===== config.mk =====
export PLATFORM = sky130hd
export DESIGN_NAME = lc3b_mem_ctrl_flat
export DESIGN_NICKNAME = d
export VERILOG_FILES = /design/src/rtl/lc3b_mem_ctrl_if.sv /design/src/rtl/lc3b_mem_ctrl.sv /design/src/flat_wrapper.sv
export SDC_FILE = /design/constraint.sdc
export NUM_CORES = 1
export LEC_CHECK = 0
export BUFFER_PORTS_ARGS = -buffer_cell sky130_fd_sc_hd__buf_2
export CAP_MARGIN = 20
export CORE_MARGIN = 2
export CORE_UTILIZATION = 50
export CTS_CLUSTER_DIAMETER = 100
export DETAILED_ROUTE_END_ITERATION = 12
export GPL_ROUTABILITY_DRIVEN = 0
export PLACE_DENSITY_LB_ADDON = 0.05
export SETUP_SLACK_MARGIN = 0.2
export SLEW_MARGIN = 20
export SYNTH_ARGS = -nofsm -noshare
export SYNTH_HDL_FRONTEND = slang
export SYNTH_SLANG_ARGS = --single-unit

===== constraint.sdc =====
create_clock -name clk -period 2.06 [get_ports clk]
set_input_delay 0.206 -clock clk [delete_from_list [all_inputs] [get_ports clk]]
set_output_delay 0.206 -clock clk [all_outputs]
set_load 0.02 [all_outputs]

===== src/rtl/lc3b_mem_ctrl_if.sv =====
// Purpose: bundle of the LC-3b CPU memory-port and word-SRAM signals served by lc3b_mem_ctrl.
// Latency: n/a (wires only).
// Backpressure: the CPU holds mem_read/mem_write until mem_resp; the SRAM side has no stall.
// Ports: mem_* = CPU side (byte address, level requests, byte mask, data, one-cycle resp);
//        sram_* = SRAM side (word address, strobe, write, byte enables, data in/out).
interface lc3b_mem_ctrl_if;
    logic [15:0] mem_address;
    logic        mem_read;
    logic        mem_write;
    logic [1:0]  mem_byte_enable;
    logic [15:0] mem_wdata;
    logic [15:0] mem_rdata;
    logic        mem_resp;

    logic [14:0] sram_addr;
    logic        sram_ce;
    logic        sram_we;
    logic [1:0]  sram_be;
    logic [15:0] sram_wdata;
    logic [15:0] sram_rdata;

    // Controller side.
    modport slave (
        input  mem_address, mem_read, mem_write, mem_byte_enable, mem_wdata, sram_rdata,
        output mem_rdata, mem_resp, sram_addr, sram_ce, sram_we, sram_be, sram_wdata
    );

    // CPU / SRAM-model side.
    modport master (
        output mem_address, mem_read, mem_write, mem_byte_enable, mem_wdata, sram_rdata,
        input  mem_rdata, mem_resp, sram_addr, sram_ce, sram_we, sram_be, sram_wdata
    );
endinterface


===== src/rtl/lc3b_mem_ctrl.sv =====
// Purpose: LC-3b CPU memory port to single-port synchronous word SRAM, one SRAM access per request.
// Latency: mem_resp in cycle WAIT_STATES+3 after the accepting IDLE cycle; next accept at +5.
// Backpressure: CPU holds its request until mem_resp; requests are only sampled in IDLE.
// Ports: clk, reset (sync, active-high), bus (lc3b_mem_ctrl_if.slave: mem_* CPU side, sram_* SRAM side).
module lc3b_mem_ctrl #(
    parameter int WAIT_STATES = 2
) (
    input  logic            clk,
    input  logic            reset,
    lc3b_mem_ctrl_if.slave  bus
);

    typedef enum logic [2:0] {
        S_IDLE,
        S_WAIT,
        S_ISSUE,
        S_CAPTURE,
        S_RESPOND,
        S_RECOVER
    } state_t;

    state_t      state_q, state_d;
    logic [3:0]  cnt_q, cnt_d;
    logic [14:0] addr_q, addr_d;
    logic [15:0] wdata_q, wdata_d;
    logic [1:0]  be_q, be_d;
    logic        wr_q, wr_d;
    logic [15:0] rdata_q, rdata_d;

    logic        sram_ce;
    logic        sram_we;
    logic [1:0]  sram_be;
    logic        mem_resp;

    always_ff @(posedge clk) begin
        if (reset) begin
            state_q <= S_IDLE;
            cnt_q   <= 4'd0;
            addr_q  <= 15'd0;
            wdata_q <= 16'h0000;
            be_q    <= 2'b00;
            wr_q    <= 1'b0;
            rdata_q <= 16'h0000;
        end else begin
            state_q <= state_d;
            cnt_q   <= cnt_d;
            addr_q  <= addr_d;
            wdata_q <= wdata_d;
            be_q    <= be_d;
            wr_q    <= wr_d;
            rdata_q <= rdata_d;
        end
    end

    always_comb begin
        state_d  = state_q;
        cnt_d    = cnt_q;
        addr_d   = addr_q;
        wdata_d  = wdata_q;
        be_d     = be_q;
        wr_d     = wr_q;
        rdata_d  = rdata_q;
        sram_ce  = 1'b0;
        sram_we  = 1'b0;
        sram_be  = 2'b00;
        mem_resp = 1'b0;

        unique case (state_q)
            S_IDLE: begin
                if (bus.mem_read || bus.mem_write) begin
                    addr_d  = bus.mem_address[15:1];
                    wdata_d = bus.mem_wdata;
                    be_d    = bus.mem_byte_enable;
                    // A write wins when both request lines are up.
                    wr_d    = bus.mem_write;
                    cnt_d   = 4'(WAIT_STATES);
                    state_d = (WAIT_STATES == 0) ? S_ISSUE : S_WAIT;
                end
            end
            S_WAIT: begin
                cnt_d = cnt_q - 4'd1;
                if (cnt_q == 4'd1) begin
                    state_d = S_ISSUE;
                end
            end
            S_ISSUE: begin
                // A write with no bytes enabled makes no access but still completes.
                if (!(wr_q && (be_q == 2'b00))) begin
                    sram_ce = 1'b1;
                    sram_we = wr_q;
                    sram_be = wr_q ? be_q : 2'b11;
                end
                state_d = S_CAPTURE;
            end
            S_CAPTURE: begin
                // SRAM read data is registered, so it is valid the cycle after the strobe.
                if (!wr_q) begin
                    rdata_d = bus.sram_rdata;
                end
                state_d = S_RESPOND;
            end
            S_RESPOND: begin
                mem_resp = 1'b1;
                state_d  = S_RECOVER;
            end
            S_RECOVER: begin
                // The CPU still presents the request it just completed; ignore it.
                state_d = S_IDLE;
            end
            default: begin
                state_d = S_IDLE;
            end
        endcase
    end

    assign bus.mem_rdata  = rdata_q;
    assign bus.mem_resp   = mem_resp;
    assign bus.sram_addr  = addr_q;
    assign bus.sram_wdata = wdata_q;
    assign bus.sram_ce    = sram_ce;
    assign bus.sram_we    = sram_we;
    assign bus.sram_be    = sram_be;

endmodule


===== src/flat_wrapper.sv =====
// flat-port wrapper written by rule: the top's interface ports become plain ports
module lc3b_mem_ctrl_flat 
#(
    parameter int WAIT_STATES = 2
)
  (clk, reset, bus_mem_address, bus_mem_read, bus_mem_write, bus_mem_byte_enable, bus_mem_wdata, bus_sram_rdata, bus_mem_rdata, bus_mem_resp, bus_sram_addr, bus_sram_ce, bus_sram_we, bus_sram_be, bus_sram_wdata);
  lc3b_mem_ctrl_if bus_i ();
  input  logic clk;
  input  logic reset;
  input wire logic [$bits(bus_i.mem_address)-1:0] bus_mem_address;
  input wire logic [$bits(bus_i.mem_read)-1:0] bus_mem_read;
  input wire logic [$bits(bus_i.mem_write)-1:0] bus_mem_write;
  input wire logic [$bits(bus_i.mem_byte_enable)-1:0] bus_mem_byte_enable;
  input wire logic [$bits(bus_i.mem_wdata)-1:0] bus_mem_wdata;
  input wire logic [$bits(bus_i.sram_rdata)-1:0] bus_sram_rdata;
  output wire logic [$bits(bus_i.mem_rdata)-1:0] bus_mem_rdata;
  output wire logic [$bits(bus_i.mem_resp)-1:0] bus_mem_resp;
  output wire logic [$bits(bus_i.sram_addr)-1:0] bus_sram_addr;
  output wire logic [$bits(bus_i.sram_ce)-1:0] bus_sram_ce;
  output wire logic [$bits(bus_i.sram_we)-1:0] bus_sram_we;
  output wire logic [$bits(bus_i.sram_be)-1:0] bus_sram_be;
  output wire logic [$bits(bus_i.sram_wdata)-1:0] bus_sram_wdata;
  assign bus_i.mem_address = bus_mem_address;
  assign bus_i.mem_read = bus_mem_read;
  assign bus_i.mem_write = bus_mem_write;
  assign bus_i.mem_byte_enable = bus_mem_byte_enable;
  assign bus_i.mem_wdata = bus_mem_wdata;
  assign bus_i.sram_rdata = bus_sram_rdata;
  assign bus_mem_rdata = bus_i.mem_rdata;
  assign bus_mem_resp = bus_i.mem_resp;
  assign bus_sram_addr = bus_i.sram_addr;
  assign bus_sram_ce = bus_i.sram_ce;
  assign bus_sram_we = bus_i.sram_we;
  assign bus_sram_be = bus_i.sram_be;
  assign bus_sram_wdata = bus_i.sram_wdata;
  lc3b_mem_ctrl #(.WAIT_STATES(WAIT_STATES)) u_core (.clk(clk), .reset(reset), .bus(bus_i));
endmodule

==> reports/metrics.csv <==
metric;value;unit
globalRouteTotalUtil;21.9;%
grt_pass1_wl;9160;µm
dr.first_iter.drc_count;165;
timing.reg2reg.setup_slack;440;ps
yosys.area_share.simple;19.2;%
tritoncts_sinks;57;
port-buffer-count;104;
synthArstFlopShare;0;%
crit-reg2reg-capture;u_core.bus.mem_rdata[0];
core_area;4690;µm²
die_height;73.5;µm
post_syn_nets;338;
area.growth.synth_to_final;26.4;%
setup_tns;0;ps
synth_enable_flop_cells;0;
worst_pin_slew;681;ps
synth_compound_gate_area_share;23.1;%
layout.cells.most_common_list;buf_2 (104), dfxtp_1 (55), a21oi_1 (53);
grt_overflow;0;
ys_seq_area_share;47.3;%
ys_seq_elements;57;
drv.max_cap_violation_count;0;
maxClockFrequency;571;MHz
cts_hold_buf;0;
synth.cell_area;2410;µm²
starting_density_of_the_core;51.4;%
hold-path-endpoint;u_core.bus.sram_addr[7];
ys_dominant_reg_cell;dfxtp_1;
leakagePower;1.35;nW
rsz0062_at_grt;false;
peakVddDrop;540;µV
required_time_of_the_worst_setup_path;1850;ps
timing.final.max_slew_violations;0;
antenna_found_initial;0;
layout.cells.most_common;buf_2;
highest_cell_delay_on_the_worst_timing_path;470;ps
start_kind;register;
detail_route.drc_violations;0;
shortest_clock_period_the_worst_path_allows_after_layout;1750;ps
core.rowCount;25;
worst_setup_path_startpoint;u_core.state_q[1];
average_cell_area_after_synthesis;8.56;µm²
overall_die_width;73.5;µm
crit_chain;nand2b_1 -> or2_2 -> a31oi_1 -> buf_2;
worstSetupEndpointType;primary output;
r2r_cells;3;
hp-start;bus_mem_address[8];
postCtsSetupRepairBufs;0;
regToRegStartpoint;u_core.state_q[2];
clock_insertion_delay_worst_skew;330;ps
detail-route-antenna-nets;0;
drt_pre_antenna_iters;4;
cts_tree;done;
detail_route.vias_per_cell;5.22;
hold_depth;3;
layout.nets;432;
ctsLongestPathBuffers;2;
clk_pin_slew;70;ps
yosys-mux-area-fraction;0;%
drive_above_1_share;37.0;%
diodes;0;
place_hpwl;3750;µm
yosysUniqueCellTypes;39;
routed-via-count;2272;
number_of_global_route_vias_before_repair;2095;
top_level_ports;106;
power.density_cell_area;1000;nW/µm²
floorplan.die_area;5400;µm²
synth_adder_area_share;1.04;%
maximum_number_of_pins_on_one_net_before_global_route_repair;35;
timing.critical_path.arrival;1540;ps
syn_inst;282;
hold_class;in -> reg;
timing.final.crit_share;85.0;%
clock_skew;7.58;ps
utilization;65.0;%
path_max_fanout;12;
crit_slowest_cell;dfxtp_2;
ctsRootBufferMaster;clkbuf_8;
cts_htree_levels;3;
yosysWarnings;0;
timing.final.hold_violations;0;
wl;5660;µm
wl_per_cell;13.0;µm
outcome;complete, no violations;
max-slew-margin-rel;54.3;%
main_combinational_cell_family_by_area_after_synthesis;compound AO/OA/AOI/OAI gates;
finalSetupViolations;0;
yosys.area_share.xor_xnor;0.363;%
tritoncts.num_buffers;9;
criticalPathCategory;reg -> out;
-- worst max path at each step --
stage,slack [ps],endpoint
floorplan,580,bus_sram_ce
global placement,360,u_core.bus.mem_rdata[5]
detailed placement,350,u_core.bus.mem_rdata[0]
CTS,230,bus_sram_ce
global route,220,bus_sram_ce
finish,310,bus_sram_ce
-- synth_stat cells, drive strengths merged, types with 2 or more instances --
master	n	area share [%]
nor2b	2	0.52
nor3	3	1.1
a21oi	55	12
inv	5	0.78
ha	2	1.0
nor3b	3	1.4
nand2b	3	0.78
and4bb	2	1.0
or2	2	0.52
nor2	3	0.57
nand2	33	5.1
a211oi	4	1.5
buf	18	6.6
dfxtp	57	47
clkbuf	10	1.6
nand3	33	6.8
o21ai	37	8.0
-- metrics by stage --
step | hold slack, ps | power [mW] | instance area [µm²] | std cells | setup WS [ps]
3_3_place_gp | 438 | 2.15 | 2870 | 419 | 358
4_1_cts | 95.5 | 3.10 | 3050 | 435 | 233
3_5_place_dp | 443 | 2.17 | 2870 | 419 | 346
6_report | 114 | 3.07 | 3050 | 435 | 310
2_1_floorplan | 342 | 2.00 | 2410 | 282 | 578
5_1_grt | 111 | 3.24 | 3050 | 435 | 217
-- sequential cells by signal, indices dropped and copies added (netlist names) --
| signal | count |
|---|---|
| u_core.wr_q | 1 |
| u_core.bus.sram_addr | 15 |
| u_core.bus.sram_wdata | 16 |
| u_core.be_q | 2 |
| u_core.cnt_q | 4 |
| u_core.bus.mem_rdata | 16 |
| u_core.state_q | 3 |
-- critical path: cells and delay by family, from the launching register on --
family / cells / cell delay, ps
flops: 1 / 470
buf+inv: 1 / 190
simple gates: 2 / 410
compound gates: 1 / 140
-- per-layer routing --
layer	global-route usage, %	wire [µm]
met5	0	0
met4	11.7	120
met3	5.90	394
met2	35.3	2580
met1	26.3	2570
-- final cells by class --
class	count	area, µm²
Clock buffer	11	151
Clock inverter	5	30.0
Fill cell	410	1640
Inverter	5	18.8
Multi-Input combinational cell	192	1050
Sequential cell	57	1140
Tap cell	54	67.6
Timing Repair Buffer	111	586
-- cell families after synthesis --
| logic type | after synthesis |
|---|---|
| AOI/OAI and AO/OA | 101 |
| and+or+nand+nor | 88 |
| DFF | 57 |
| buffers and inverters | 33 |
| adders and majority gates | 2 |
| xor gates and xnor gates | 1 |
-- where the power goes --
part | internal, mW | switching [mW]
logic | 0.315 | 0.503
registers | 1.23 | 0.0877
clock network | 0.494 | 0.433
-- timing repair --
action | CTS | global route
gates resized for setup | 1 | 1
setup endpoints to repair | 4 | 4
pin swaps | 0 | 0
Power figures use the tool's default switching activity.
